## config.mk

```make
export PLATFORM = sky130hd
export DESIGN_NAME = pellet_tracker_flat
export DESIGN_NICKNAME = d
export VERILOG_FILES = /design/src/rtl/pellet_tracker_if.sv /design/src/rtl/pellet_tracker.sv /design/src/flat_wrapper.sv
export SDC_FILE = /design/constraint.sdc
export NUM_CORES = 1
export LEC_CHECK = 0
export ABC_AREA = 1
export BUFFER_PORTS_ARGS = -buffer_cell sky130_fd_sc_hd__buf_2
export CAP_MARGIN = 0
export CORE_MARGIN = 8
export CORE_UTILIZATION = 59
export DETAILED_ROUTE_END_ITERATION = 10
export GPL_TIMING_DRIVEN = 1
export PLACE_DENSITY = 0.78
export SLEW_MARGIN = 30
export SYNTH_ARGS = -nofsm -noshare
export SYNTH_HDL_FRONTEND = slang
export SYNTH_SLANG_ARGS = --single-unit
```

## constraint.sdc

```tcl
create_clock -name clk -period 2.8 [get_ports clk]
set_clock_uncertainty 0.15 [all_clocks]
set_input_delay 0.56 -clock clk [delete_from_list [all_inputs] [get_ports clk]]
set_output_delay 0.56 -clock clk [all_outputs]
set_load 0.01 [all_outputs]
```

## src/rtl/pellet_tracker_if.sv

```systemverilog
// ============================================================================
// Module  : pellet_tracker_if
// Purpose : Raster pixel, game control and status bundle of the pellet tracker.
// Revision: 1.0 - initial release
// ============================================================================
`default_nettype none

interface pellet_tracker_if;
  logic        start;
  logic        ack;
  logic        lose;
  logic [9:0]  hCount;
  logic [9:0]  vCount;
  logic        pacmanFill;
  logic        pelletFill;
  logic [15:0] score;
  logic        win;
  logic        qIni;
  logic        qPlay;
  logic        qWin;
  logic        qLose;

  modport master (
    output start, ack, lose, hCount, vCount, pacmanFill,
    input  pelletFill, score, win, qIni, qPlay, qWin, qLose
  );

  modport slave (
    input  start, ack, lose, hCount, vCount, pacmanFill,
    output pelletFill, score, win, qIni, qPlay, qWin, qLose
  );
endinterface

`default_nettype wire

```

## src/rtl/pellet_tracker.sv

```systemverilog
// ============================================================================
// Module  : pellet_tracker
// Purpose : Pellet grid, eat detection, score keeping and win/lose game FSM.
// Revision: 1.0 - initial release
// ============================================================================
`default_nettype none

module pellet_tracker #(
  parameter int OFFSETH   = 274,
  parameter int OFFSETV   = 58,
  parameter int X0        = 20,
  parameter int Y0        = 20,
  parameter int PITCH_X   = 68,
  parameter int PITCH_Y   = 96,
  parameter int COLS      = 6,
  parameter int ROWS      = 5,
  parameter int PEL_SIZE  = 5,
  parameter int WIN_SCORE = 30
) (
  input  wire logic       clk,
  input  wire logic       reset,
  pellet_tracker_if.slave bus
);

  localparam int c_hw   = (PEL_SIZE - 1) / 2;
  localparam int c_npel = COLS * ROWS;

  localparam logic [3:0] c_st_ini  = 4'b0001;
  localparam logic [3:0] c_st_play = 4'b0010;
  localparam logic [3:0] c_st_win  = 4'b0100;
  localparam logic [3:0] c_st_lose = 4'b1000;

  logic [3:0]        r_state;
  logic [3:0]        w_next;
  logic [c_npel-1:0] r_alive;
  logic [c_npel-1:0] w_inside;
  logic [c_npel-1:0] w_match;
  logic [15:0]       r_score;
  logic              w_hit;
  logic              w_final;
  logic              w_reload;

  // Every pellet owns a fixed screen window; the pitches keep windows disjoint.
  for (genvar r = 0; r < ROWS; r++) begin : g_row
    for (genvar c = 0; c < COLS; c++) begin : g_col
      localparam logic [9:0] c_hlo = 10'(OFFSETH + X0 + c * PITCH_X - c_hw);
      localparam logic [9:0] c_hhi = 10'(OFFSETH + X0 + c * PITCH_X + c_hw);
      localparam logic [9:0] c_vlo = 10'(OFFSETV + Y0 + r * PITCH_Y - c_hw);
      localparam logic [9:0] c_vhi = 10'(OFFSETV + Y0 + r * PITCH_Y + c_hw);
      assign w_inside[r*COLS+c] = (bus.hCount >= c_hlo) && (bus.hCount <= c_hhi) &&
                                  (bus.vCount >= c_vlo) && (bus.vCount <= c_vhi);
    end
  end

  assign w_match        = w_inside & r_alive;
  assign bus.pelletFill = |w_match;
  assign w_hit          = bus.pelletFill & bus.pacmanFill & (r_state == c_st_play);
  assign w_final        = w_hit && (r_score == 16'(WIN_SCORE - 1));
  assign w_reload       = (r_state == c_st_ini) ||
                          (((r_state == c_st_win) || (r_state == c_st_lose)) && bus.ack);
  assign bus.score      = r_score;

  always_ff @(posedge clk or posedge reset) begin
    if (reset) r_state <= c_st_ini;
    else       r_state <= w_next;
  end

  // A final eat outranks a simultaneous lose.
  always_comb begin
    w_next = r_state;
    case (r_state)
      c_st_ini:  if (bus.start) w_next = c_st_play;
      c_st_play: begin
        if (w_final)       w_next = c_st_win;
        else if (bus.lose) w_next = c_st_lose;
      end
      c_st_win:  if (bus.ack) w_next = c_st_ini;
      c_st_lose: if (bus.ack) w_next = c_st_ini;
      default:   w_next = c_st_ini;
    endcase
  end

  always_comb begin
    bus.qIni  = (r_state == c_st_ini);
    bus.qPlay = (r_state == c_st_play);
    bus.qWin  = (r_state == c_st_win);
    bus.qLose = (r_state == c_st_lose);
    bus.win   = (r_state == c_st_win);
  end

  // The eaten pellet stops matching next cycle, so each pellet scores once.
  always_ff @(posedge clk or posedge reset) begin
    if (reset) begin
      r_alive <= '1;
      r_score <= '0;
    end else if (w_reload) begin
      r_alive <= '1;
      r_score <= '0;
    end else if (w_hit) begin
      r_alive <= r_alive & ~w_match;
      r_score <= r_score + 16'd1;
    end
  end

endmodule

`default_nettype wire

```

## src/flat_wrapper.sv

```systemverilog
// flat-port wrapper written by rule: the top's interface ports become plain ports
module pellet_tracker_flat 
#(
  parameter int OFFSETH   = 274,
  parameter int OFFSETV   = 58,
  parameter int X0        = 20,
  parameter int Y0        = 20,
  parameter int PITCH_X   = 68,
  parameter int PITCH_Y   = 96,
  parameter int COLS      = 6,
  parameter int ROWS      = 5,
  parameter int PEL_SIZE  = 5,
  parameter int WIN_SCORE = 30
)
  (clk, reset, bus_start, bus_ack, bus_lose, bus_hCount, bus_vCount, bus_pacmanFill, bus_pelletFill, bus_score, bus_win, bus_qIni, bus_qPlay, bus_qWin, bus_qLose);
  pellet_tracker_if bus_i ();
  input  wire logic clk;
  input  wire logic reset;
  input wire logic [$bits(bus_i.start)-1:0] bus_start;
  input wire logic [$bits(bus_i.ack)-1:0] bus_ack;
  input wire logic [$bits(bus_i.lose)-1:0] bus_lose;
  input wire logic [$bits(bus_i.hCount)-1:0] bus_hCount;
  input wire logic [$bits(bus_i.vCount)-1:0] bus_vCount;
  input wire logic [$bits(bus_i.pacmanFill)-1:0] bus_pacmanFill;
  output wire logic [$bits(bus_i.pelletFill)-1:0] bus_pelletFill;
  output wire logic [$bits(bus_i.score)-1:0] bus_score;
  output wire logic [$bits(bus_i.win)-1:0] bus_win;
  output wire logic [$bits(bus_i.qIni)-1:0] bus_qIni;
  output wire logic [$bits(bus_i.qPlay)-1:0] bus_qPlay;
  output wire logic [$bits(bus_i.qWin)-1:0] bus_qWin;
  output wire logic [$bits(bus_i.qLose)-1:0] bus_qLose;
  assign bus_i.start = bus_start;
  assign bus_i.ack = bus_ack;
  assign bus_i.lose = bus_lose;
  assign bus_i.hCount = bus_hCount;
  assign bus_i.vCount = bus_vCount;
  assign bus_i.pacmanFill = bus_pacmanFill;
  assign bus_pelletFill = bus_i.pelletFill;
  assign bus_score = bus_i.score;
  assign bus_win = bus_i.win;
  assign bus_qIni = bus_i.qIni;
  assign bus_qPlay = bus_i.qPlay;
  assign bus_qWin = bus_i.qWin;
  assign bus_qLose = bus_i.qLose;
  pellet_tracker #(.OFFSETH(OFFSETH), .OFFSETV(OFFSETV), .X0(X0), .Y0(Y0), .PITCH_X(PITCH_X), .PITCH_Y(PITCH_Y), .COLS(COLS), .ROWS(ROWS), .PEL_SIZE(PEL_SIZE), .WIN_SCORE(WIN_SCORE)) u_core (.clk(clk), .reset(reset), .bus(bus_i));
endmodule
```

Word-level counts from Yosys, hierarchy flattened

Cells that the tools add are included.

Add/subtract/negate cells: 1
Multiply operators: 0
Divide/modulo/power cells: 0
Magnitude comparators: 22
Eq/ne operators: 8
Shift operators: 0
Multiplexer cells: 9
Bitwise operators: 5
Reduce and logical (&&, ||, !) cells: 74

Operators with widths:

| kind                                                                | count |
|---|---|
| greater-or-equal comparator 10 x 9 -> 1 bit (second input constant) | 7 |
| <= comparator 10 x 9 -> 1 bit (second input constant)               | 7 |
| logical AND 1 bit                                                   | 68 |
| bitwise AND 30 bit                                                  | 2 |
| 2-to-1 mux 30 bit                                                   | 2 |
| 2-to-1 mux 16 bit                                                   | 2 |
| NOT 30 bit                                                          | 1 |
| OR reduction 30 bit                                                 | 1 |
| greater-or-equal comparator 10 bit (second input constant)          | 2 |
| <= comparator 10 bit (second input constant)                        | 2 |
| adder 16 x 1 -> 16 bit (second input constant)                      | 1 |
| equality test 16 x 5 -> 1 bit (second input constant)               | 1 |
| 2-to-1 mux 4 bit                                                    | 4 |
| case mux 4 bit (3 select lines)                                     | 1 |
| greater-or-equal comparator 10 x 7 -> 1 bit (second input constant) | 1 |
| greater-or-equal comparator 10 x 8 -> 1 bit (second input constant) | 1 |
| <= comparator 10 x 7 -> 1 bit (second input constant)               | 1 |
| <= comparator 10 x 8 -> 1 bit (second input constant)               | 1 |
| equality test 4 x 1 -> 1 bit (second input constant)                | 1 |
| equality test 4 x 2 -> 1 bit (second input constant)                | 1 |
| equality test 4 x 3 -> 1 bit (second input constant)                | 1 |
| equality test 4 bit (second input constant)                         | 1 |
| != test 3 x 2 -> 1 bit (second input constant)                      | 1 |
| AND reduction 3 bit                                                 | 1 |
| other kinds (6)                                                     | 8 |

Register bits: 50
Bits in latches: 0
Bits in writable memories: 0
Memory bits (read-only): 0
Input port bits: 26
Word-level logic and storage cells: 122
Memories: 0

Logic depth before layout (Yosys ltp)

Depth in word-level cells: 11
Mapped depth: 20
Depth with buffers taken out: 18

Least setup slack after synthesis

Ideal clock, no wire load.

Path type: input port to output port
Start: in bus_hCount[3]
End: out bus_pelletFill
Arrival: 1.662 ns
Data required time: 2.090 ns
Path slack: 0.428 ns
Cell stages on the path: 14
Cells stage by stage: buf_2 -> inv_1 -> nand2_1 -> nand2_1 -> nand2_1 -> nand2_1 -> nand2_1 -> inv_2 -> nand3_1 -> nand2_1 -> nor2_1 -> nand3_1 -> nor2_1 -> nand3_2

Longest elaborated chain between the ends: 6
Elaborated cells between the ends (all ways): 80
Those cells by class: order compare (12); bitwise (1); reduce/logical (67)

RTL lines:

| element                                                                   | RTL line             | RTL |
|---|---|---|
| from (decl)                                                               | flat_wrapper.sv:22   | `input wire logic [$bits(bus_i.hCount)-1:0] bus_hCount;` |
| greater-or-equal comparator 10 x 9 -> 1 bit, or another cell as far along | pellet_tracker.sv:50 | `assign w_inside[r*COLS+c] = (bus.hCount >= c_hlo) && (bus.hCount <= c_hhi) &&` |
| logical AND 1 bit (2 in series)                                           | pellet_tracker.sv:50 |  |
| logical AND 1 bit                                                         | pellet_tracker.sv:51 | `(bus.vCount >= c_vlo) && (bus.vCount <= c_vhi);` |
| bitwise AND 30 bit *                                                      | pellet_tracker.sv:55 | `assign w_match = w_inside & r_alive;` |
| OR reduction 30 bit *                                                     | pellet_tracker.sv:56 | `assign bus.pelletFill = \|w_match;` |
| to (decl)                                                                 | flat_wrapper.sv:25   | `output wire logic [$bits(bus_i.pelletFill)-1:0] bus_pelletFill;` |

Every way passes the cells marked *; elsewhere a longest branch is shown, timed or not.

Worst setup path after layout

Start: in bus_vCount[9]
End: out bus_pelletFill

Longest elaborated chain between the ends: 5
Elaborated cells between the ends (all ways): 72
Those cells by class: order compare (10); bitwise (1); reduce/logical (61)

RTL lines:

| element                                                                   | RTL line             | RTL |
|---|---|---|
| from (decl)                                                               | flat_wrapper.sv:23   | `input wire logic [$bits(bus_i.vCount)-1:0] bus_vCount;` |
| greater-or-equal comparator 10 x 7 -> 1 bit, or another cell as far along | pellet_tracker.sv:51 |  |
| logical AND 1 bit                                                         | pellet_tracker.sv:50 |  |
| logical AND 1 bit                                                         | pellet_tracker.sv:51 |  |
| bitwise AND 30 bit *                                                      | pellet_tracker.sv:55 |  |
| OR reduction 30 bit *                                                     | pellet_tracker.sv:56 |  |

Marked as above.

==> summary.md <==
| Metric | Value |
|---|---|
| Post-DR wirelength/cell | `14.30 um` |
| Psw | `0.0007839 W` |
| Worst-case clock buffer depth | `2` |
| Die Height | `97.30 um` |
| Diode count | `0` |
| Post-synth top area share | `0.2089` |
| Worst relative slew slack | `0.5446` |
| H-tree depth | `2` |
| Dominant synthesized flop cell | `dfstp_2` |
| Initial antenna violation count | `0` |
| Crit path DAT | `2.07 ns` |
| Vias in the first global route | `4222` |
| Outcome | `finished, final reports clean` |
| Worst hold slack | `0.1911 ns` |
| Crit share post-route | `0.9945` |
| Later-pin clock latency in the skew report | `0.32 ns` |
| Maxcap violations | `0` |
| Synth Instances | `622` |
| Share of cells above drive strength 1 | `0.2817` |
| Via density per instance | `5.628` |
| Worst endpoint required time | `2.09 ns` |
| # setup viols final | `0` |
| P&R area growth vs syn | `22.78%` |
| Worst reg-to-reg setup slack | `0.79 ns` |
| Die width | `97.30 um` |
| GRT overflow | `0` |
| Leak pwr | `2.460 nW` |
| Core area | `6386 um2` |
| Asr flop ratio synth | `1.000` |
| Flop pwr share | `0.403` |
| DP HPWL | `8.423 mm` |
| Syn nets | `650` |
| Comb pwr share | `0.357` |
| Yosys warnings | `0` |
| Post-layout min period | `2.785 ns` |
| Initial Utilization | `0.6107` |
| Slew @ Worst Pin | `0.6822 ns` |
| IO Port Bufs | `47` |
| TritonCTS Buffers | `5` |
| CTS Sinks | `50` |
| Avg Inst Size Synth | `6.270 um2` |
| Register area share after synthesis | `0.3308` |
| Internal | `0.001125 W` |
| Worst setup margin | `0.01533 ns` |
| Main area contributors after synthesis | `dfstp_2, nand2_1, dfrtp_1` |
| DR iter-0 viols | `297` |
| Max-slew violation count | `0` |
| Clock power frac | `0.240` |
| Crit path kind | `in2out` |
| Pin count of the biggest net entering global routing | `37` |
| Synth cell count leaders | `nand2_1, nor2_1, nand3_1, inv_1, dfstp_2` |
| Highest Clock Rate | `0.3591 GHz` |
| Design Area, Final | `4788 um2` |
| Io pins | `48` |
| Synth cell types | `33` |
| DR pass1 iterations | `6` |
| Critical Path Fanout Max | `7` |
| Worst Hold Class | `in2async` |
| Cell with the most instances after synthesis | `nand2_1` |
| Synth area leader | `dfstp_2` |
| Die area | `9467 um2` |
| Pre-CTS setup slack | `-0.09087 ns` |
| Antenna Violating Nets Remaining | `0` |
| Placement Cell Area | `4466 um2` |
| Row count | `29` |
| Startpoint types | `primary input` |
| Post-synth EDFFs | `0` |
| Final WL | `11.25 mm` |
| First-pass GRT wire length | `19.02 mm` |
| Maximum VDD drop | `0.5179 mV` |
| CP Capture Type | `primary output` |
| Hold Fails Final Rpt | `0` |
| CTS tree | `yes` |
| Pwr dens | `398.6 nW/um2` |
| Gp weighted congestion | `0.9556` |
| Total number of vias | `4429` |
| Post-cts hold buffer count | `0` |
| All-layer global routing usage | `0.2328` |
| Cell Area, Synth | `3900 um2` |
| Number of remaining DRC errors | `0` |
| Clock root cell | `clkbuf_8` |
| Total power | `0.001909 W` |
| Setup TNS | `0 ns` |
| Final nets | `737` |
| Worst-path clk slew | `0.10 ns` |
| Fillers | `542` |
| Sw Share | `0.4106` |
| Synth Register Bits | `50` |
==> through the flow <==
step | utilization | cells
2_1_floorplan | - | 622
3_3_place_gp | 0.6993 | 770
3_5_place_dp | 0.6993 | 770
4_1_cts | 0.7185 | 780
5_1_grt | 0.7498 | 787
6_report | 0.7498 | 787
==> cell families (layout without fill, tap and decap cells) <==
group | after synthesis | in the layout | share of synthesized area
buf+inv | 84 | 172 | 0.08983
xor+xnor | 14 | 14 | 0.03144
compound gates | 49 | 49 | 0.06513
fa+ha+maj | 2 | 2 | 0.006415
flops | 50 | 50 | 0.3308
simple gates | 423 | 423 | 0.4764
==> placed cells by master, fill, tap and decap left out, drive strengths merged <==
master,n
nor2,97
xor2,10
ha,2
nor4,3
clkinv,2
inv,71
o21ai,40
clkbuf,6
nand3b,1
xnor2,4
nand3,63
dfstp,31
a31oi,2
or2,1
nand2,211
dfrtp,19
a21oi,6
and3b,1
buf,93
nand4,30
o21bai,1
nor3,16
==> cell type report <==
cell class,instances,area [um2],share of cell area
clock buffers,5,68.82,0.01437
clock inverters,3,28.78,0.006010
inverters,70,265.3,0.05540
multi-input cells,488,2421,0.5056
flip-flops and latches,50,1290,0.2694
well taps,77,96.34,0.02012
repair buffers,94,618.1,0.1291
==> power by group through the flow <==
stage               combinational, W  clock [W]  sequential [W]
detailed placement          0.000650          0        0.000782
finish                      0.000682   0.000457        0.000770
floorplan                   0.000449          0        0.000779
global placement            0.000641          0        0.000780
global route                0.000753   0.000492        0.000772
CTS                         0.000656   0.000469        0.000769
==> worst paths after layout <==
| check | to | from | depth (start not counted) |
|---|---|---|---|
| worst min-delay path | u_core.bus.score[3]$_DFFE_PP0P_ | reset | 2 |
| worst max register to register | u_core.bus.score[15]$_DFFE_PP0P_ | u_core.r_state[0]$_DFFE_PP1P_ | 7 |
| worst max-delay path | bus_pelletFill | bus_vCount[9] | 15 |
| worst min register to register | u_core.r_alive[26]$_DFFE_PP1P_ | u_core.r_alive[26]$_DFFE_PP1P_ | 2 |
| min in group clk | u_core.r_state[0]$_DFFE_PP1P_ | bus_start | 4 |
| max in group asynchronous | u_core.r_alive[5]$_DFFE_PP1P_ | reset | 3 |
==> critical path, stage by stage <==
cell,delay (ns)
buf_2,0.15
inv_4,0.10
nand2_2,0.10
nor2_4,0.13
nand3_2,0.10
nand2_4,0.10
nand2_2,0.08
inv_2,0.08
nand2_1,0.09
nor2_1,0.17
nor2_1,0.07
nand2_1,0.06
nor2_1,0.05
nand3_2,0.09
buf_2,0.14
==> state kept, by name, summed over array words and instances (netlist names) <==
name,count
u_core.r_state,4
u_core.bus.score,16
u_core.r_alive,30
==> timing repair <==
| item | CTS | global route |
|---|---|---|
| hold endpoints to repair | 0 | 0 |
| pin swaps | 2 | 10 |
| buffers inserted | 2 | 7 |
| gates resized for setup | 4 | 43 |
| setup endpoints to repair | 1 | 1 |
| cloned | 0 | 0 |
==> per-layer routing <==
| metal | global-route usage | part of all wire | vias to the layer above |
|---|---|---|---|
| li1 | - | - | 2175 |
| met1 | 0.2932 | 0.44 | 2050 |
| met2 | 0.3880 | 0.48 | 174 |
| met3 | 0.03414 | 0.054 | 30 |
| met4 | 0.09557 | 0.022 | 0 |
| met5 | 0 | 0 | - |
(Power assumes the default switching activity.)
